**src/rtl/pipe_adder_pkg.sv**
```systemverilog
// Shared constants and helpers for the chunked pipelined adder.
// Optional signed-overflow output is enabled with macro PIPE_ADDER_OVF_EN.
package pipe_adder_pkg;

   localparam int DEFAULT_WIDTH  = 8;
   localparam int DEFAULT_STAGES = 4;

   // Degenerate stage counts fall back to one chunk so elaboration reaches the parameter check.
   function automatic int chunkWidth(input int width, input int stages);
      return (stages < 1) ? width : width / stages;
   endfunction

endpackage

```
**src/rtl/pipe_adder_if.sv**
```systemverilog
// Operand/result handshake bundle for pipe_adder.
// The ovf signal exists only when PIPE_ADDER_OVF_EN is defined.
interface pipe_adder_if
   import pipe_adder_pkg::*;
#(
   parameter int WIDTH = DEFAULT_WIDTH
);
   logic             in_valid;
   logic             in_ready;
   logic [WIDTH-1:0] dataA;
   logic [WIDTH-1:0] dataB;
   logic             carry_in;
   logic             out_valid;
   logic             out_ready;
   logic [WIDTH-1:0] sum;
   logic             carry_out;
`ifdef PIPE_ADDER_OVF_EN
   logic             ovf;
`endif

`ifdef PIPE_ADDER_OVF_EN
   modport master (
      output in_valid, dataA, dataB, carry_in, out_ready,
      input  in_ready, out_valid, sum, carry_out, ovf
   );
   modport slave (
      input  in_valid, dataA, dataB, carry_in, out_ready,
      output in_ready, out_valid, sum, carry_out, ovf
   );
`else
   modport master (
      output in_valid, dataA, dataB, carry_in, out_ready,
      input  in_ready, out_valid, sum, carry_out
   );
   modport slave (
      input  in_valid, dataA, dataB, carry_in, out_ready,
      output in_ready, out_valid, sum, carry_out
   );
`endif

endinterface

```
**src/rtl/pipe_adder_stage.sv**
```systemverilog
// One CW-bit slice of the pipelined adder: registered chunk sum, carry and valid.
module pipe_adder_stage #(
   parameter int CW = 2
) (
   input  logic          clk,
   input  logic          reset_L,
   input  logic          en_i,
   input  logic          valid_i,
   input  logic [CW-1:0] a_i,
   input  logic [CW-1:0] b_i,
   input  logic          carry_i,
   output logic [CW-1:0] sum_o,
   output logic          carry_o,
   output logic          valid_o
);
   logic [CW-1:0] sum_d, sum_q;
   logic          carry_d, carry_q;
   logic          valid_q;

   always_comb begin
      {carry_d, sum_d} = {1'b0, a_i} + {1'b0, b_i} + {{CW{1'b0}}, carry_i};
   end

   always_ff @(posedge clk or negedge reset_L) begin
      if (!reset_L) begin
         sum_q   <= '0;
         carry_q <= 1'b0;
         valid_q <= 1'b0;
      end else if (en_i) begin
         sum_q   <= sum_d;
         carry_q <= carry_d;
         valid_q <= valid_i;
      end
   end

   assign sum_o   = sum_q;
   assign carry_o = carry_q;
   assign valid_o = valid_q;

endmodule

```
**src/rtl/pipe_adder.sv**
```systemverilog
// Skewed carry-chain pipelined adder, one CW-bit chunk per stage, latency STAGES.
// Define PIPE_ADDER_OVF_EN to add the registered signed-overflow output bus.ovf.
module pipe_adder
   import pipe_adder_pkg::*;
#(
   parameter int WIDTH  = DEFAULT_WIDTH,
   parameter int STAGES = DEFAULT_STAGES
) (
   input logic         clk,
   input logic         reset_L,
   pipe_adder_if.slave bus
);
   localparam int CW          = chunkWidth(WIDTH, STAGES);
   localparam int SAFE_STAGES = (STAGES < 1) ? 1 : STAGES;

   if (STAGES < 1 || (WIDTH % SAFE_STAGES) != 0) begin : g_badParams
      $error("pipe_adder: STAGES must be >= 1 and divide WIDTH");
   end

   logic              advance;
   logic [STAGES-1:0] stageValid;
   logic [STAGES-1:0] stageCarry;
   logic [CW-1:0]     stageA   [STAGES];
   logic [CW-1:0]     stageB   [STAGES];
   logic [CW-1:0]     stageSum [STAGES];
   logic [WIDTH-1:0]  sumAll;

   // The whole pipeline moves as one; a full output that is not taken freezes everything.
   assign advance      = bus.out_ready || !bus.out_valid;
   assign bus.in_ready = advance;

   for (genvar k = 0; k < STAGES; k++) begin : g_stage
      logic validIn;
      logic carryIn;

      if (k == 0) begin : g_head
         assign stageA[k] = bus.dataA[CW-1:0];
         assign stageB[k] = bus.dataB[CW-1:0];
         assign validIn   = bus.in_valid;
         assign carryIn   = bus.carry_in;
      end else begin : g_skew
         logic [CW-1:0] skewA_q [k];
         logic [CW-1:0] skewB_q [k];

         always_ff @(posedge clk or negedge reset_L) begin
            if (!reset_L) begin
               for (int j = 0; j < k; j++) begin
                  skewA_q[j] <= '0;
                  skewB_q[j] <= '0;
               end
            end else if (advance) begin
               skewA_q[0] <= bus.dataA[k*CW +: CW];
               skewB_q[0] <= bus.dataB[k*CW +: CW];
               for (int j = 1; j < k; j++) begin
                  skewA_q[j] <= skewA_q[j-1];
                  skewB_q[j] <= skewB_q[j-1];
               end
            end
         end

         assign stageA[k] = skewA_q[k-1];
         assign stageB[k] = skewB_q[k-1];
         assign validIn   = stageValid[k-1];
         assign carryIn   = stageCarry[k-1];
      end

      pipe_adder_stage #(
         .CW (CW)
      ) u_stage (
         .clk     (clk),
         .reset_L (reset_L),
         .en_i    (advance),
         .valid_i (validIn),
         .a_i     (stageA[k]),
         .b_i     (stageB[k]),
         .carry_i (carryIn),
         .sum_o   (stageSum[k]),
         .carry_o (stageCarry[k]),
         .valid_o (stageValid[k])
      );

      // Lower chunks finish early and wait here until the top chunk of the same transaction lands.
      if (k < STAGES - 1) begin : g_deskew
         localparam int D = STAGES - 1 - k;
         logic [CW-1:0] deskew_q [D];

         always_ff @(posedge clk or negedge reset_L) begin
            if (!reset_L) begin
               for (int j = 0; j < D; j++) begin
                  deskew_q[j] <= '0;
               end
            end else if (advance) begin
               deskew_q[0] <= stageSum[k];
               for (int j = 1; j < D; j++) begin
                  deskew_q[j] <= deskew_q[j-1];
               end
            end
         end

         assign sumAll[k*CW +: CW] = deskew_q[D-1];
      end else begin : g_top
         assign sumAll[k*CW +: CW] = stageSum[k];
      end
   end

   assign bus.out_valid = stageValid[STAGES-1];
   assign bus.sum       = sumAll;
   assign bus.carry_out = stageCarry[STAGES-1];

`ifdef PIPE_ADDER_OVF_EN
   // Carry into the MSB is recovered as sumMsb ^ aMsb ^ bMsb, so only aMsb ^ bMsb is kept.
   logic msbXor_q;

   always_ff @(posedge clk or negedge reset_L) begin
      if (!reset_L) begin
         msbXor_q <= 1'b0;
      end else if (advance) begin
         msbXor_q <= stageA[STAGES-1][CW-1] ^ stageB[STAGES-1][CW-1];
      end
   end

   assign bus.ovf = stageCarry[STAGES-1] ^ stageSum[STAGES-1][CW-1] ^ msbXor_q;
`endif

endmodule

```
**src/flat_wrapper.sv**
```systemverilog
// flat-port wrapper written by rule: the top's interface ports become plain ports
module pipe_adder_flat import pipe_adder_pkg::*;
#(
   parameter int WIDTH  = DEFAULT_WIDTH,
   parameter int STAGES = DEFAULT_STAGES
)
  (clk, reset_L, bus_in_valid, bus_dataA, bus_dataB, bus_carry_in, bus_out_ready, bus_in_ready, bus_out_valid, bus_sum, bus_carry_out);
  pipe_adder_if #(.WIDTH(WIDTH)) bus_i ();
  input logic clk;
  input logic reset_L;
  input wire logic [$bits(bus_i.in_valid)-1:0] bus_in_valid;
  input wire logic [$bits(bus_i.dataA)-1:0] bus_dataA;
  input wire logic [$bits(bus_i.dataB)-1:0] bus_dataB;
  input wire logic [$bits(bus_i.carry_in)-1:0] bus_carry_in;
  input wire logic [$bits(bus_i.out_ready)-1:0] bus_out_ready;
  output wire logic [$bits(bus_i.in_ready)-1:0] bus_in_ready;
  output wire logic [$bits(bus_i.out_valid)-1:0] bus_out_valid;
  output wire logic [$bits(bus_i.sum)-1:0] bus_sum;
  output wire logic [$bits(bus_i.carry_out)-1:0] bus_carry_out;
  assign bus_i.in_valid = bus_in_valid;
  assign bus_i.dataA = bus_dataA;
  assign bus_i.dataB = bus_dataB;
  assign bus_i.carry_in = bus_carry_in;
  assign bus_i.out_ready = bus_out_ready;
  assign bus_in_ready = bus_i.in_ready;
  assign bus_out_valid = bus_i.out_valid;
  assign bus_sum = bus_i.sum;
  assign bus_carry_out = bus_i.carry_out;
  pipe_adder #(.WIDTH(WIDTH), .STAGES(STAGES)) u_core (.clk(clk), .reset_L(reset_L), .bus(bus_i));
endmodule
```
**config.mk**
```make
export PLATFORM = sky130hd
export DESIGN_NAME = pipe_adder_flat
export DESIGN_NICKNAME = d
export VERILOG_FILES = /design/src/rtl/pipe_adder_pkg.sv /design/src/rtl/pipe_adder_if.sv /design/src/rtl/pipe_adder_stage.sv /design/src/rtl/pipe_adder.sv /design/src/flat_wrapper.sv
export SDC_FILE = /design/constraint.sdc
export NUM_CORES = 1
export LEC_CHECK = 0
export CELL_PAD_IN_SITES_DETAIL_PLACEMENT = 1
export CELL_PAD_IN_SITES_GLOBAL_PLACEMENT = 1
export CORE_ASPECT_RATIO = 0.7
export CORE_MARGIN = 4
export CORE_UTILIZATION = 41
export CTS_CLUSTER_SIZE = 20
export DETAILED_ROUTE_END_ITERATION = 8
export PLACE_DENSITY_LB_ADDON = 0.25
export SYNTH_ARGS = -nofsm -noshare
export SYNTH_HDL_FRONTEND = slang
export SYNTH_HIERARCHICAL = 1
export SYNTH_SLANG_ARGS = --single-unit
```
**constraint.sdc**
```tcl
create_clock -name clk -period 2.1 [get_ports clk]
set_clock_uncertainty 0.1 [all_clocks]
set_input_delay 0.42 -clock clk [delete_from_list [all_inputs] [get_ports clk]]
set_output_delay 0.42 -clock clk [all_outputs]
set_load 0.01 [all_outputs]
```
; Word-level counts from Yosys, hierarchy flattened
; Cells that the tools add are included.
[op_classes]
add_sub_neg = 8
n_reduce_logical = 2
[op_table]
columns = operator, count
row1 = $add 2x2->3, 4
row2 = $add 3x1->3, 4
row3 = $logic_not 1->1, 1
row4 = $logic_or 1x1->1, 1
[word_totals]
regBits = 52
inputBits = 21
out_inout_bits = 11
wordCells = 40

; Logic depth before layout (Yosys ltp)
[logic_depth]
ltp_word = 2
ltp_mapped = 5
ltp_nobuf = 4

; By module
; The synthesis kept the hierarchy.
[modules_own_cells]
columns = module, instances, cells_each, area_per_inst_um2, seq_area_each_um2
row1 = pipe_adder, 1, 81, 1530.2, 900.9
row2 = pipe_adder_stage (u_core.g_stage[0].u_stage ...), 3, 18, 215.2, 100.1
row3 = pipe_adder_stage (u_core.g_stage[3].u_stage), 1, 18, 210.2, 100.1

; Worst setup path after synthesis
; Ideal clock, no wire load.
[synth_path]
kind = input port to flip-flop
start = in bus_dataA[0]
end = reg u_core.g_stage[0].u_stage.sum_q[1]
setup_time_ns = 0.127
arrival_ns = 1.411
required_ns = 1.873
path_slack_ns = 0.462
path_stages = 4
path_buffers = 0
path_cell_list = inv_1 -> fa_1 -> fa_1 -> mux2i_1
[synth_between]
elab_chain_cells = 2
[synth_rtl]
columns = element, line_no
row1 = start: declaration, flat_wrapper.sv:12  ; input wire logic [$bits(bus_i.dataA)-1:0] bus_dataA;
row2 = $add 2x2->3, pipe_adder_stage.sv:21  ; {carry_d, sum_d} = {1'b0, a_i} + {1'b0, b_i} + {{CW{1'b0}}, carry_i};
row3 = $add 3x1->3, pipe_adder_stage.sv:21
row4 = end signal: assignment, pipe_adder_stage.sv:30  ; sum_q <= sum_d;
row5 = end: declaration, pipe_adder_stage.sv:16  ; logic [CW-1:0] sum_d, sum_q;
; No other way between the ends.
; A chain may end at the register's enable or synchronous reset.

; Final worst setup path
; Ends and elaborated chain as after synthesis.

==> results by group <==
Cells and area
  • Fin area: 2820 um2
  • Nets@finish: 216
  • Ratio of cells with drive above 1 in the final layout: 27.8%
  • Diode count: 0
  • Layout area overhead: 18.2%
  • Util after Layout: approximately 52%
  • Non-Filler Instances: 259

Logic synthesis
  • Synth cell types: 12
  • Synthesized instance count: 153
  • Yosys warning count: 6
  • Seq cells post-synth: 52
  • Post-synthesis sequential area ratio: between 50% and 60%
  • Synth Net Count: 182
  • Mapped Area: ~2400 um2
  • Syn Area/Cell: 15.6 um2

Route
  • DR pass1 iterations: 4
  • Initial DRC count: 19
  • Via count: between 1000 and 1500
  • ANT nets after route: 0
  • WL final: 3890 um
  • Vias/cell: 4.56
  • DRC Markers: 0
  • Routed WL per cell: 15.0 um

Floorplan
  • Site Rows: 22
  • Die area: 7120 um2
  • I/O pin count: 32
  • Core area: 5420 um2
  • Starting Density: 44.0%
  • Die Wd: 99.2 um
  • Die H: ~72 um

Worst setup path
  • Crit. End Element: flip-flop
  • R2R setup slack: 0.43 ns
  • Reg-to-reg startpoint: u_core/g_stage[2].g_skew.skewA_q[0]
  • Crit path DAT: 1.93 ns
  • Crit path max-delay family: adder cells
  • Worst EP required: 2.17 ns
  • Buffers plus inverters on the worst setup path: 2
  • Cell Chain, Critical Path: clkdlybuf4s50_1 > inv_1 > fa_1 > fa_1 > mux2i_1
  • Max FO, Critical Path: 1
  • Setup crit start kind: input port
  • Critical path type: in -> reg
  • Slowest cell on the critical path: fa_1
  • Worst R2R Path Depth: 4
  • Max incr delay on CP: 0.49 ns
  • Cell mode on critical path: fa_1
  • Worst R2R End: u_core/g_stage[2].u_stage/sum_o[1]
  • CP startpoint: bus_dataA[0]

Power
  • Maximum vdd ir drop: 0.700 mV
  • Lkg Pwr: between 1 and 1.5 nW
  • PwrDens: 1340 nW/um2

Placed design
  • DP Wirelength: 2790 um
  • Placed insts: between 200 and 300
  • Gp weighted congestion: around 0.67
  • Count of input and output buffers: 31
  • Placed cell areas: 2720 um2

Min path
  • Hold Path End: u_core/g_stage[3].g_skew.skewA_q[3]
  • Worst hold path type: reg -> reg
  • Hold Crit Depth: 1
  • Min-Delay Startpoint: u_core/g_stage[3].g_skew.skewA_q[5]

STA
  • Fmax achieved: between 0.5 and 0.6 GHz
  • Crit path time final: 1.86 ns
  • Worst-margin pin slew: between 0.3 and 0.4 ns
  • Final Max Tran Viols: 0
  • Final hold vios: 0
  • Final period utilization: 88.5%
  • RSZ-0062 raised after global routing: false
  • Slew margin rel.: roughly three quarters
  • Setup violators final: 0

Clock network
  • Setup bufs post-CTS: 0
  • Deepest clock path buffer count: 2
  • TritonCTS Buffers: 5
  • Clk sinks: 52
  • H-tree depth: 2
  • Clock root buffer: clkbuf_8
  • Reg clk slew, reported paths: 0.08 ns
  • Clock Latency Late Sink: 0.30 ns
  • CTS tree: built

Job
  • Total of max-cap violations: 0

Global routing
  • First-pass GRT wire length: 6910 um
  • Global Route Usage Sum: 12.5%
  • Vias in the first global route: between 1000 and 1500
  • Largest net degree at the start of global routing: 54
  • Total grt overflow: 0
  • Initial antenna violation count: 0

Status
  • Outcome: finished clean
==> worst max path at each step <==
stage	end	cells after the start
after global placement	u_core/g_stage[0].u_stage/sum_o[1]	5
after CTS	u_core/g_stage[0].u_stage/sum_o[1]	5
after global routing	u_core/g_stage[0].u_stage/sum_o[1]	5
after detailed placement	u_core/g_stage[0].u_stage/sum_o[1]	5
after floorplan	u_core/g_stage[0].u_stage/sum_o[1]	4
final	u_core/g_stage[0].u_stage/sum_o[1]	5
==> kinds of logic (layout without fill, tap and decap cells) <==
group	after synthesis	in the layout	synth area share, %
AO/OA/AOI/OAI	1	1	0.210
adder cells (fa/ha/maj)	8	8	6.71
buffers and inverters	39	73	9.12
flip-flops	52	52	54.5
multiplexers	51	51	28.7
AND/OR/NAND/NOR	2	2	0.734
==> cells in the mapped netlist <==
cell / n / area (um2)
a21oi_1: 1 / 5.00
buf_12: 3 / 60.1
buf_4: 4 / 30.0
buf_6: 1 / 11.3
dfrtp_1: 52 / 1300
fa_1: 8 / 160
inv_1: 31 / 116
mux2_2: 7 / 78.8
mux2_4: 33 / 495
mux2i_1: 11 / 110
nand2b_4: 1 / 13.8
nor2_1: 1 / 3.75
==> routing by layer <==
metal | up-vias | wire length (um) | GRT usage (%)
met5 | - | 0 | 0
met4 | 0 | 52 | 5.45
met3 | 5 | 135 | 3.50
met2 | 20 | 1960 | 20.8
met1 | 616 | 1750 | 15.3
li1 | 541 | - | -
==> through the flow <==
| step | power, mW | TNS (ns) | hold slack, ns | setup slack, ns |
|---|---|---|---|---|
| after global placement | 3.13 | -0.0275 | 0.232 | -0.0275 |
| after floorplan | 2.82 | 0 | 0.0244 | 0.462 |
| after global routing | 4.08 | 0 | 0.433 | 0.198 |
| final | 3.78 | 0 | 0.405 | 0.242 |
| after CTS | 3.85 | 0 | 0.413 | 0.244 |
| after detailed placement | 3.24 | -0.0880 | 0.238 | -0.0880 |
==> worst reg2reg max path, stage by stage, from the launching register on <==
cell	delay, ns
dfrtp_1	0.36
inv_1	0.06
fa_1	0.46
fa_1	0.49
mux2i_1	0.07
==> flip-flops by register name, summed over array words and instances, names as in the netlist <==
| name | count |
|---|---|
| u_core/bus.sum | 4 |
| u_core/g_stage.g_deskew.deskew_q | 8 |
| u_core/g_stage.g_skew.skewA_q | 12 |
| u_core/g_stage.g_skew.skewB_q | 12 |
| u_core/g_stage.u_stage/carry_o | 4 |
| u_core/g_stage.u_stage/sum_o | 8 |
| u_core/g_stage.u_stage/valid_o | 4 |
==> where the power goes <==
part / internal [mW] / switching [mW] / leakage, nW / total (mW)
sequential: 1.43 / 0.248 / 0.606 / 1.68
combinational: 0.922 / 0.580 / 0.792 / 1.50
clock: 0.294 / 0.305 / 0.0503 / 0.599
total: 2.65 / 1.13 / 1.45 / 3.78
==> area by class of cell <==
cell class | instances | area [um2]
inverter | 31 | 116
timing repair buffer | 35 | 349
tap | 72 | 90.1
clock buffer | 7 | 96.3
fill | 515 | 2600
multi-input combinational | 62 | 867
sequential | 52 | 1300
==> what timing repair did <==
action	in CTS	in global routing
endpoints found under the hold margin	13	0
gates resized for setup	1	0
endpoints found under the setup margin	1	0
hold buffers	1	0
==> cells in the final DEF (no fill, tap or decap) <==
master            n
inv_1            31
clkbuf_8          7
buf_12            1
mux2i_1          11
fa_1              8
dlygate4sd3_1     1
clkdlybuf4s50_1  29
mux2_2            7
dlygate4sd2_1     1
buf_2             1
nand2b_4          1
nor2_1            1
a21oi_1           1
dfrtp_1          52
mux2_4           33
buf_4             2
No activity file was read; power rests on OpenSTA's default activity.
